$ cat config.mk
export PLATFORM = sky130hd
export DESIGN_NAME = frame_difference_stream
export DESIGN_NICKNAME = d
export VERILOG_FILES = /design/src/rtl/frame_difference_pkg.sv /design/src/rtl/fd_pixel_core.sv /design/src/rtl/frame_difference_stream.sv
export SDC_FILE = /design/constraint.sdc
export NUM_CORES = 1
export LEC_CHECK = 0
export ABC_AREA = 0
export CORE_MARGIN = 10
export CORE_UTILIZATION = 40
export DETAILED_ROUTE_END_ITERATION = 8
export PLACE_DENSITY = 0.57
export SETUP_SLACK_MARGIN = 0.2
export SLEW_MARGIN = 20
export SYNTH_ARGS = -nofsm -noshare
export SYNTH_HDL_FRONTEND = slang
export SYNTH_HIERARCHICAL = 1
export SYNTH_SLANG_ARGS = --single-unit
$ cat constraint.sdc
create_clock -name aclk -period 11 [get_ports aclk]
set_input_delay 2.2 -clock aclk [delete_from_list [all_inputs] [get_ports aclk]]
set_output_delay 2.2 -clock aclk [all_outputs]
set_load 0.005 [all_outputs]
$ cat src/rtl/frame_difference_pkg.sv
// Shared constants and types for the frame-difference stream pipeline.
package frame_difference_pkg;
  localparam int LATENCY = 3;
  localparam int ROUND   = 128;
  localparam int PIXEL_W = 8;

  typedef logic [PIXEL_W-1:0] pixel_t;

  typedef enum logic {
    BYPASS  = 1'b0,
    PROCESS = 1'b1
  } mode_t;
endpackage

$ cat src/rtl/fd_pixel_core.sv
// One lane of per-pixel arithmetic: abs differences, thresholds, and the
// alpha-blended background update, as three registered stages sharing one enable.
module fd_pixel_core
  import frame_difference_pkg::*;
#(
  parameter int TDATA_WIDTH = 8
) (
  input  logic                     aclk,
  input  logic                     aresetn,
  input  logic                     adv,
  input  logic                     byp,
  input  pixel_t                   fd_th,
  input  pixel_t                   bg_th,
  input  pixel_t                   alpha,
  input  logic [TDATA_WIDTH-1:0]   cur,
  input  logic [TDATA_WIDTH-1:0]   prev,
  input  logic [TDATA_WIDTH-1:0]   bg,
  output logic [3*TDATA_WIDTH-1:0] pix
);
  localparam int W = TDATA_WIDTH;
  typedef logic [W-1:0]   px_t;
  typedef logic [W+7:0]   prod_t;
  typedef logic [W+8:0]   sum_t;

  px_t   d_fd, d_bg, cur1, bg1, cur2, bg2;
  logic  mov2, fg2;
  prod_t pa2;
  sum_t  pb2;

  function automatic px_t absdiff(input px_t a, input px_t b);
    return (a > b) ? a - b : b - a;
  endfunction

  always_ff @(posedge aclk or negedge aresetn) begin
    if (!aresetn) begin
      d_fd <= '0; d_bg <= '0; cur1 <= '0; bg1 <= '0;
      mov2 <= 1'b0; fg2 <= 1'b0; pa2 <= '0; pb2 <= '0; cur2 <= '0; bg2 <= '0;
      pix  <= '0;
    end else if (adv) begin
      d_fd <= absdiff(cur, prev);
      d_bg <= absdiff(cur, bg);
      cur1 <= cur;
      bg1  <= bg;
      // strict greater-than: a difference equal to the threshold is not an event
      mov2 <= prod_t'(d_fd) > prod_t'(fd_th);
      fg2  <= prod_t'(d_bg) > prod_t'(bg_th);
      pa2  <= prod_t'(alpha) * prod_t'(cur1);
      pb2  <= sum_t'(9'd256 - {1'b0, alpha}) * sum_t'(bg1);
      cur2 <= cur1;
      bg2  <= bg1;
      if (byp)
        pix <= {cur2, cur2, cur2};
      else
        pix <= {{W{mov2}}, {W{fg2}},
                mov2 ? bg2 : px_t'((sum_t'(pa2) + pb2 + sum_t'(ROUND)) >> 8)};
    end
  end
endmodule

$ cat src/rtl/frame_difference_stream.sv
// AXI-stream frame differencing / background subtraction, PPC lanes per beat.
// Define FRAME_DIFFERENCE_STREAM_STATS_EN to add the per-frame foreground counter.
module frame_difference_stream
  import frame_difference_pkg::*;
#(
  parameter int TDATA_WIDTH = 8,
  parameter int PPC         = 1
) (
  input  logic                         aclk,
  input  logic                         aresetn,
  input  pixel_t                       bg_th,
  input  pixel_t                       fd_th,
  input  pixel_t                       alpha,
  input  logic                         ce,
  input  logic                         force_ready,
  input  logic [3*PPC*TDATA_WIDTH-1:0] s_tdata,
  input  logic                         s_tvalid,
  input  logic                         s_tuser,
  input  logic                         s_tlast,
  output logic                         s_tready,
  output logic [3*PPC*TDATA_WIDTH-1:0] m_tdata,
  output logic                         m_tvalid,
  output logic                         m_tuser,
  output logic                         m_tlast,
  input  logic                         m_tready
`ifdef FRAME_DIFFERENCE_STREAM_STATS_EN
  ,
  output logic [31:0]                  fg_count,
  output logic                         fg_count_valid
`endif
);
  localparam int W = TDATA_WIDTH;

  logic                    adv, acc, byp_in;
  logic [LATENCY:1]        vld_pipe, user_pipe, last_pipe;
  logic [LATENCY-1:1]      byp_pipe;
  mode_t                   mode;
  logic [PPC-1:0][3*W-1:0] pix;

  // the whole pipe moves as one; a held output freezes everything upstream
  assign adv      = !m_tvalid || m_tready || force_ready;
  assign s_tready = adv;
  assign acc      = s_tvalid && adv;
  // a start-of-frame beat already runs in the mode it loads
  assign byp_in   = s_tuser ? !ce : (mode == BYPASS);

  assign m_tvalid = vld_pipe[LATENCY];
  assign m_tuser  = user_pipe[LATENCY];
  assign m_tlast  = last_pipe[LATENCY];
  assign m_tdata  = pix;

  always_ff @(posedge aclk or negedge aresetn) begin
    if (!aresetn) begin
      vld_pipe  <= '0;
      user_pipe <= '0;
      last_pipe <= '0;
      byp_pipe  <= '0;
      mode      <= BYPASS;
    end else begin
      if (acc && s_tuser) mode <= ce ? PROCESS : BYPASS;
      if (adv) begin
        vld_pipe  <= {vld_pipe[LATENCY-1:1], s_tvalid};
        user_pipe <= {user_pipe[LATENCY-1:1], s_tvalid && s_tuser};
        last_pipe <= {last_pipe[LATENCY-1:1], s_tvalid && s_tlast};
        byp_pipe  <= {byp_pipe[LATENCY-2:1], byp_in};
      end
    end
  end

  for (genvar i = 0; i < PPC; i++) begin : g_lane
    fd_pixel_core #(.TDATA_WIDTH(W)) u_core (
      .aclk    (aclk),
      .aresetn (aresetn),
      .adv     (adv),
      .byp     (byp_pipe[LATENCY-1]),
      .fd_th   (fd_th),
      .bg_th   (bg_th),
      .alpha   (alpha),
      .cur     (s_tdata[i*3*W +: W]),
      .prev    (s_tdata[i*3*W+W +: W]),
      .bg      (s_tdata[i*3*W+2*W +: W]),
      .pix     (pix[i])
    );
  end

`ifdef FRAME_DIFFERENCE_STREAM_STATS_EN
  logic [31:0] fg_run;
  logic [2:0]  beat_fg;
  logic [32:0] fg_sum;

  always_comb begin
    beat_fg = '0;
    for (int i = 0; i < PPC; i++) beat_fg = beat_fg + 3'(pix[i][2*W-1]);
  end
  assign fg_sum = {1'b0, fg_run} + 33'(beat_fg);

  // only beats the sink takes are counted; dropped beats never reach here
  always_ff @(posedge aclk or negedge aresetn) begin
    if (!aresetn) begin
      fg_run         <= '0;
      fg_count       <= '0;
      fg_count_valid <= 1'b0;
    end else begin
      fg_count_valid <= 1'b0;
      if (m_tvalid && m_tready) begin
        if (m_tuser) begin
          fg_count       <= fg_run;
          fg_count_valid <= 1'b1;
          fg_run         <= 32'(beat_fg);
        end else begin
          fg_run <= fg_sum[32] ? '1 : fg_sum[31:0];
        end
      end
    end
  end
`endif
endmodule
# Yosys cells after proc, flatten, opt, wreduce, memory -nomap -nowiden
# Cells that the tools add are included.
# op_classes
add_sub_neg,7
mul,2
magnitude_cmp,4
muxes,6
bitwise,1
n_reduce_logical,8
# ops
operator,count
8-bit > comparator,4
8-bit subtractor,4
24-bit 2-to-1 mux,1
8-bit 2-to-1 mux,3
17-bit by 8-bit multiplier with 16-bit output,1
16-bit adder,1
"16-bit by 8-bit adder with 16-bit output, second input constant",1
8-bit by 8-bit multiplier with 16-bit output,1
"9-bit by 8-bit subtractor with 10-bit output, first input constant",1
1-bit logical AND,4
1-bit logical NOT,2
1-bit logical OR,2
1-bit 2-to-1 mux,2
1-bit inverter,1
# word_totals
reg_bits,118
word_cells,44

# Longest topological paths before layout
# Gate-level depths: netlist of run 1.
# logic_depth
depth_word,5
mapped_depth,23

# Modules after synthesis
# Netlist of run 1, hierarchy kept.
# modules_own_cells
mod,instances,cells_each,area_per_inst_um2
fd_pixel_core,1,1209,11073.1
frame_difference_stream,1,35,528.0

# Worst setup path after synthesis of run 1
# No wires, ideal clock.
# synth_timing
path_type,in2reg
from,in alpha[1]
to,reg g_lane[0].u_core.pb2[12]
t_arrival_ps,6674
path_slack_ps,4231
cell_stages,19
path_buffers,1
path_cell_list,clkbuf_1 > inv_1 > ha_1 > nand3_1 > xor2_1 > nand2_1 > fa_1 > inv_1 > fa_1 > fa_1 > inv_1 > fa_1 > inv_1 > ha_1 > a21boi_1 > o31a_1 > o21a_1 > o21a_1 > o31ai_1
# synth_between
elab_chain_cells,2
# synth_lines
element,line_no,text
from (decl),frame_difference_stream.sv:13,"input pixel_t alpha,"
9-bit by 8-bit subtractor with 10-bit output,fd_pixel_core.sv:48,"pb2 <= sum_t'(9'd256 - {1'b0, alpha}) * sum_t'(bg1);"
17-bit by 8-bit multiplier with 16-bit output,fd_pixel_core.sv:48,
to (signal assigned),fd_pixel_core.sv:48,
to (decl),fd_pixel_core.sv:28,sum_t pb2;
# No other way between the ends.
# A chain may end at the register's enable or synchronous reset.

# Worst setup path after layout of run 1
# layout_timing
from,in alpha[0]
to,reg g_lane[0].u_core.pb2[15]
# The elaborated chain is that of the path after synthesis.

==> flow_summary.json, run 1 <==
{
  "status": "finished, final reports clean",
  "critPathTopFamily": "adder cells",
  "die_w_um": 190.3,
  "min_path_cells": 1,
  "leakage_nw": 6.534,
  "wl_met1_um": 14380,
  "synth_top_area_share_pct": 25.45,
  "fin_area_mm2": 0.01327,
  "drt-wirelength-per-cell_um": 17.33,
  "clk_path_buf_depth": 2,
  "grt_util_all_layers_pct": 16.74,
  "rsz0062_at_grt": "no",
  "setup_viol": 0,
  "cts_tree": "built",
  "rows": 62,
  "ys_ff_latch": 118,
  "hold_violations": 0,
  "finClkSkew_ns": 0.01081,
  "worst_slew_pin_slew_ns": 0.8870,
  "clock_sink_count": 118,
  "synth_commonest_cells": "inv_1, ha_1, dfrtp_1",
  "worstSetupStartpointType": "input pin",
  "top_layer": "met4",
  "syn_area_per_cell_um2": 9.326,
  "drc": 0,
  "critPathSlowestCell": "clkdlybuf4s50_1",
  "fp.dieH_um": 190.3,
  "firstDrtPassIters": 5,
  "async_reset_ff_share_pct": 100.0,
  "grt_pass1_wl_um": 48560,
  "clockRootBuffer": "clkbuf_16",
  "grt_max_degree": 89,
  "critPathMaxStageDelay_ns": 0.92,
  "core_mm2": 0.02863,
  "place_congestion": 0.9100,
  "crit_type": "in -> reg",
  "numPortBuffers": 83,
  "place_hpwl_um": 22540,
  "post_cts_buffers": 0,
  "syn_nets": 1530,
  "ant_nets": 0,
  "crit_chain": "clkdlybuf4s50_1 -> inv_1 -> ha_1 -> nand3_1 -> xor2_1 -> nand2_1 -> fa_1 -> inv_1 -> fa_1 -> inv_1 -> fa_1 -> fa_1 -> inv_1 -> ha_1 -> a211oi_1 -> o211ai_1 -> a31oi_1 -> xnor2_1 -> mux2_2",
  "vdd_drop_max_mv": 0.1056,
  "slew_violations": 0,
  "synth_cells": 1244,
  "crit_cells": 19,
  "ctsHoldBuffers": 0,
  "ys.warnings.count": 6,
  "ios": 84,
  "regToRegSetupSlack_ns": 6.31,
  "synth_top_area_cell": "dfrtp_1",
  "arrival_ns": 8.03,
  "dpl_cell_area_mm2": 0.01269,
  "synth_flop_cell": "dfrtp_1",
  "avgViaCountPerCell": 5.202,
  "initial_utilization_pct": 40.53,
  "grt_pass1_vias": 9035,
  "drive_gt1_share_pct": 8.168,
  "htreeDepth": 4,
  "antenna_found_initial": 0,
  "max_freq_mhz": 129.4,
  "finish.utilization_pct": 46.35,
  "ys_types": 71,
  "max-cap-violations": 0,
  "met3_length_um": 882,
  "cp.required_ns": 11.30,
  "fin_crit_sh_pct": 70.24,
  "diodes": 0,
  "critPathCaptureType": "flop",
  "post_cts_resized": 0,
  "crit_buf_inv": 5,
  "power_density_mw_per_mm2": 216.1,
  "synth_area_mm2": 0.01160,
  "path_clk_slew_ns": 0.06,
  "wl_met2_um": 13780,
  "relSlewSlack_pct": 40.86,
  "wl_um": 29360,
  "fin_crit_ns": 7.727,
  "worst-path-max-fanout": 18,
  "gr-total-overflow": 0,
  "ys_seq_area_share_pct": 25.45,
  "yosysMostFrequentCell": "inv_1",
  "ys_top_cells_by_area": "dfrtp_1, ha_1, fa_1",
  "syn_to_final_growth_pct": 14.36,
  "hp-class": "reg -> reg",
  "reg2regPathDepth": 13,
  "dieArea_mm2": 0.03621,
  "tns_ns": 0,
  "numCtsBuffers": 17,
  "clkLatencyLatePin_ns": 0.42,
  "nNetsFinal": 1583,
  "synth_edf_count": 0,
  "drtIter0Drc": 559,
  "vias": 8812
}
layout by cell type (no fill, tap or decap), drive strengths merged, types with 15 or more instances in the layout:
cell             n
o21ai           51
clkdlybuf4s50   82
ha             148
mux2            58
dfrtp          118
nor2            49
xnor2           22
clkbuf          18
a31oi           27
a21o            19
nor2b           16
inv            203
and2            73
fa              82
nand3           15
nand2          113
a21oi           36
cell families (layout without fill, tap and decap cells):
kind of cell	count (synthesis)	count (layout)	share of synthesized area (%)
AND/OR/NAND/NOR	339	339	14.87
buffers and inverters	249	315	8.510
adder cells (fa/ha/maj)	230	230	30.11
AO/OA/AOI/OAI	206	206	11.79
multiplexers	72	72	6.999
flip-flops	118	118	25.45
XOR/XNOR	30	30	2.265
per-stage QoR:
| stage | total power [W] | hold slack (ns) | instances | worst slack, ns |
|---|---|---|---|---|
| finish | 0.002867 | 0.4736 | 1694 | 3.273 |
| global route | 0.003152 | 0.4932 | 1694 | 2.862 |
| CTS | 0.002904 | 0.4802 | 1694 | 3.253 |
| detailed placement | 0.002323 | 0.4532 | 1662 | 2.848 |
| global placement | 0.002304 | 0.4630 | 1662 | 3.029 |
| floorplan | 0.001863 | 0.4399 | 1244 | 4.231 |
state kept, by name (all words and copies together), names as in the netlist, 8 cells and up:
register	flops
g_lane.u_core/d_fd	8
g_lane.u_core/bg1	8
g_lane.u_core/pa2	16
g_lane.u_core/pix	24
g_lane.u_core/cur2	8
g_lane.u_core/d_bg	8
g_lane.u_core/cur1	8
g_lane.u_core/pb2	16
g_lane.u_core/bg2	8
metal layers:
| metal | vias to the layer above | track usage [%] |
|---|---|---|
| met5 | - | 0 |
| met4 | 0 | 4.391 |
| met3 | 23 | 2.487 |
| met2 | 130 | 26.57 |
| met1 | 4385 | 23.31 |
| li1 | 4274 | - |
layout make-up:
cell class              count  area, um^2
clock buffers              18       439.2
clock inverters            14       140.1
fillers                  2764       15360
inverters                 197       742.0
multi-input cells         877        7661
flip-flops and latches    118        2953
well taps                 384       480.5
repair buffers             86       850.8
worst paths after layout:
kind,to,start
setup / recovery,g_lane[0].u_core/pb2[15],alpha[0]
hold / removal,vld_pipe[3],vld_pipe[2]
setup reg to reg,g_lane[0].u_core/pa2[11],g_lane[0].u_core/cur1[2]
hold reg to reg,vld_pipe[3],vld_pipe[2]
max in group asynchronous,g_lane[0].u_core/pb2[8],aresetn
min in group asynchronous,last_pipe[3],aresetn
report_power, final:
group	internal (W)	switching, W	leakage (nW)
clock	0.000323	0.000230	0.285
combinational	0.000775	0.000862	4.85
sequential	0.000564	0.000113	1.40
Note: power is estimated with default switching activity, not from simulation.
==> run 2: changes to the inputs <==
Clock period 11 ns to 7.7 ns, I/O delays scaled along.
==> flow_summary.json, run 2 (synthesized netlist as in run 1, its figures left out) <==
{
  "top_regs": "g_lane.u_core/pix: 24 flops, g_lane.u_core/pa2: 16 flops, g_lane.u_core/pb2: 16 flops",
  "firstDrtPassIters": 5,
  "worst-path-max-fanout": 11,
  "preCtsSetupSlack_ns": 0.6286,
  "avgViaCountPerCell": 5.178,
  "drt-wirelength-per-cell_um": 17.14,
  "instances_no_fill": 1696,
  "max-cap-violations": 0,
  "critPathCaptureType": "flop",
  "diodes": 0,
  "clk_path_buf_depth": 2,
  "switching_share_pct": 41.16,
  "internal-power_w": 0.002433,
  "post_cts_buffers": 0,
  "largest_register_ffs": 24,
  "fp.dieH_um": 190.3,
  "relSlewSlack_pct": 29.48,
  "regMostFlops": "g_lane.u_core/pix",
  "most-common-layout-cells": "inv_1, ha_1, dfrtp_1, nand2_1",
  "gr-total-overflow": 0,
  "clock_sink_count": 118,
  "hp-class": "reg -> reg",
  "htreeDepth": 4,
  "fin_crit_ns": 6.655,
  "max_freq_mhz": 150.3,
  "wl_um": 29070,
  "drive_gt1_share_pct": 8.232,
  "numCtsBuffers": 17,
  "arrival_ns": 6.96,
  "n_fill_cell": 2796,
  "vias": 8782,
  "setup_viol": 0,
  "antenna_found_initial": 0,
  "p_clk_share_pct": 19.9,
  "vdd_drop_max_mv": 0.1558,
  "ctsHoldBuffers": 0,
  "drtIter0Drc": 550,
  "clockRootBuffer": "clkbuf_16",
  "tns_ns": 0,
  "finish.utilization_pct": 46.49,
  "p_switching_w": 0.001702,
  "grt_util_all_layers_pct": 16.57,
  "worstSetupStartpointType": "input pin",
  "crit_type": "in -> reg",
  "ant_nets": 0,
  "numPortBuffers": 83,
  "ios": 84,
  "grt_pass1_vias": 8974,
  "grt_pass1_wl_um": 48060,
  "worst_slack_ns": 1.045,
  "crit_start": "alpha[2]",
  "regArea_mm2": 0.002953,
  "status": "finished, final reports clean",
  "reg2reg_from": "g_lane[0].u_core/bg1[0]",
  "crit_buf_inv": 4,
  "fin_crit_sh_pct": 86.43,
  "rsz0062_at_grt": "no",
  "power_density_mw_per_mm2": 310.8,
  "critPathSlowestCell": "clkdlybuf4s50_1",
  "worst_slew_pin_slew_ns": 1.058,
  "hold_violations": 0,
  "clkLatencyLatePin_ns": 0.43,
  "crit_chain": "clkdlybuf4s50_1 -> nor2_1 -> nand3_1 -> nor2_1 -> xnor2_1 -> nand2_1 -> fa_1 -> inv_1 -> fa_1 -> ha_1 -> inv_1 -> fa_1 -> inv_1 -> ha_1 -> a21o_1 -> a21o_1 -> a211oi_1 -> o211ai_1 -> a31oi_1 -> xnor2_1 -> mux2_2",
  "place_congestion": 0.8635,
  "cp.required_ns": 8.01,
  "core_mm2": 0.02863,
  "p_seq_share_pct": 23.6,
  "regToRegSetupSlack_ns": 3.06,
  "min_from": "vld_pipe[2]",
  "p_comb_share_pct": 56.4,
  "post_cts_resized": 0,
  "initial_utilization_pct": 40.53,
  "place_hpwl_um": 22830,
  "critPathMaxStageDelay_ns": 0.69,
  "critPathTopFamily": "adder cells",
  "path_clk_slew_ns": 0.06,
  "slew_violations": 0,
  "multiInputGateArea_mm2": 0.007661,
  "cts_tree": "built",
  "dieArea_mm2": 0.03621,
  "grt_max_degree": 104,
  "leakage_nw": 6.554,
  "die_w_um": 190.3,
  "nNetsFinal": 1585,
  "finClkSkew_ns": 0.009092,
  "rows": 62,
  "syn_to_final_growth_pct": 14.71,
  "dpl.cell_count": 1664,
  "drc": 0,
  "final_common_cell": "inv_1"
}
-- run 2: cell types whose count changed in the layout (fill, tap and decap cells not counted), sizes merged --
cell	previous run	this run
inv	203	200
buf	4	6
clkinv	6	7
bufinv	1	3
-- run 2: area by class of cell --
type	count	share of cell area, %
flip-flops and latches	118	22.19
well taps	384	3.610
multi-input cells	877	57.57
repair buffers	88	6.506
inverters	197	5.575
clock buffers	18	3.225
clock inverters	14	1.326
-- run 2: path summary, 6_finish.rpt --
kind	to	cells after the start
worst max register to register	g_lane[0].u_core/pb2[15]	16
worst min-delay path	vld_pipe[3]	1
worst min register to register	vld_pipe[3]	1
max in group asynchronous	g_lane[0].u_core/pix[9]	2
worst max-delay path	g_lane[0].u_core/pb2[15]	21
min in group asynchronous	last_pipe[2]	1
-- run 2: power groups by stage --
stage               Clock (W)  Sequential (W)  Combinational [W]
CTS                  0.000842        0.000980            0.00237
floorplan                   0        0.000894            0.00177
global placement            0        0.000986            0.00232
finish               0.000824        0.000977            0.00233
global route         0.000870         0.00100            0.00267
detailed placement          0        0.000989            0.00235
-- run 2: worst register-to-register path, delay by kind of cell, from the launching register on --
family | cells | cell delay (ns)
AOI/OAI and AO/OA | 5 | 1.13
buffers and inverters | 3 | 0.14
DFF | 1 | 0.67
adders and majority gates | 5 | 2.07
muxes | 1 | 0.26
and+or+nand+nor | 1 | 0.16
xor gates and xnor gates | 1 | 0.08
-- run 2: through the flow --
| step | area, um^2 | total power (W) | hold slack, ns |
|---|---|---|---|
| floorplan | 11600 | 0.002661 | 0.4399 |
| global placement | 12700 | 0.003308 | 0.4548 |
| detailed placement | 12700 | 0.003342 | 0.4612 |
| CTS | 13310 | 0.004195 | 0.4769 |
| global route | 13310 | 0.004546 | 0.4886 |
| finish | 13310 | 0.004136 | 0.4795 |
-- run 2: per-layer routing --
| metal | vias up | wire length (um) | track usage, % | share of wire [%] |
|---|---|---|---|---|
| li1 | 4266 | - | - | - |
| met1 | 4338 | 13810 | 22.22 | 48 |
| met2 | 156 | 13720 | 26.88 | 47 |
| met3 | 22 | 1263 | 3.456 | 4.3 |
| met4 | 0 | 275 | 3.664 | 0.95 |
| met5 | - | 0 | 0 | 0 |
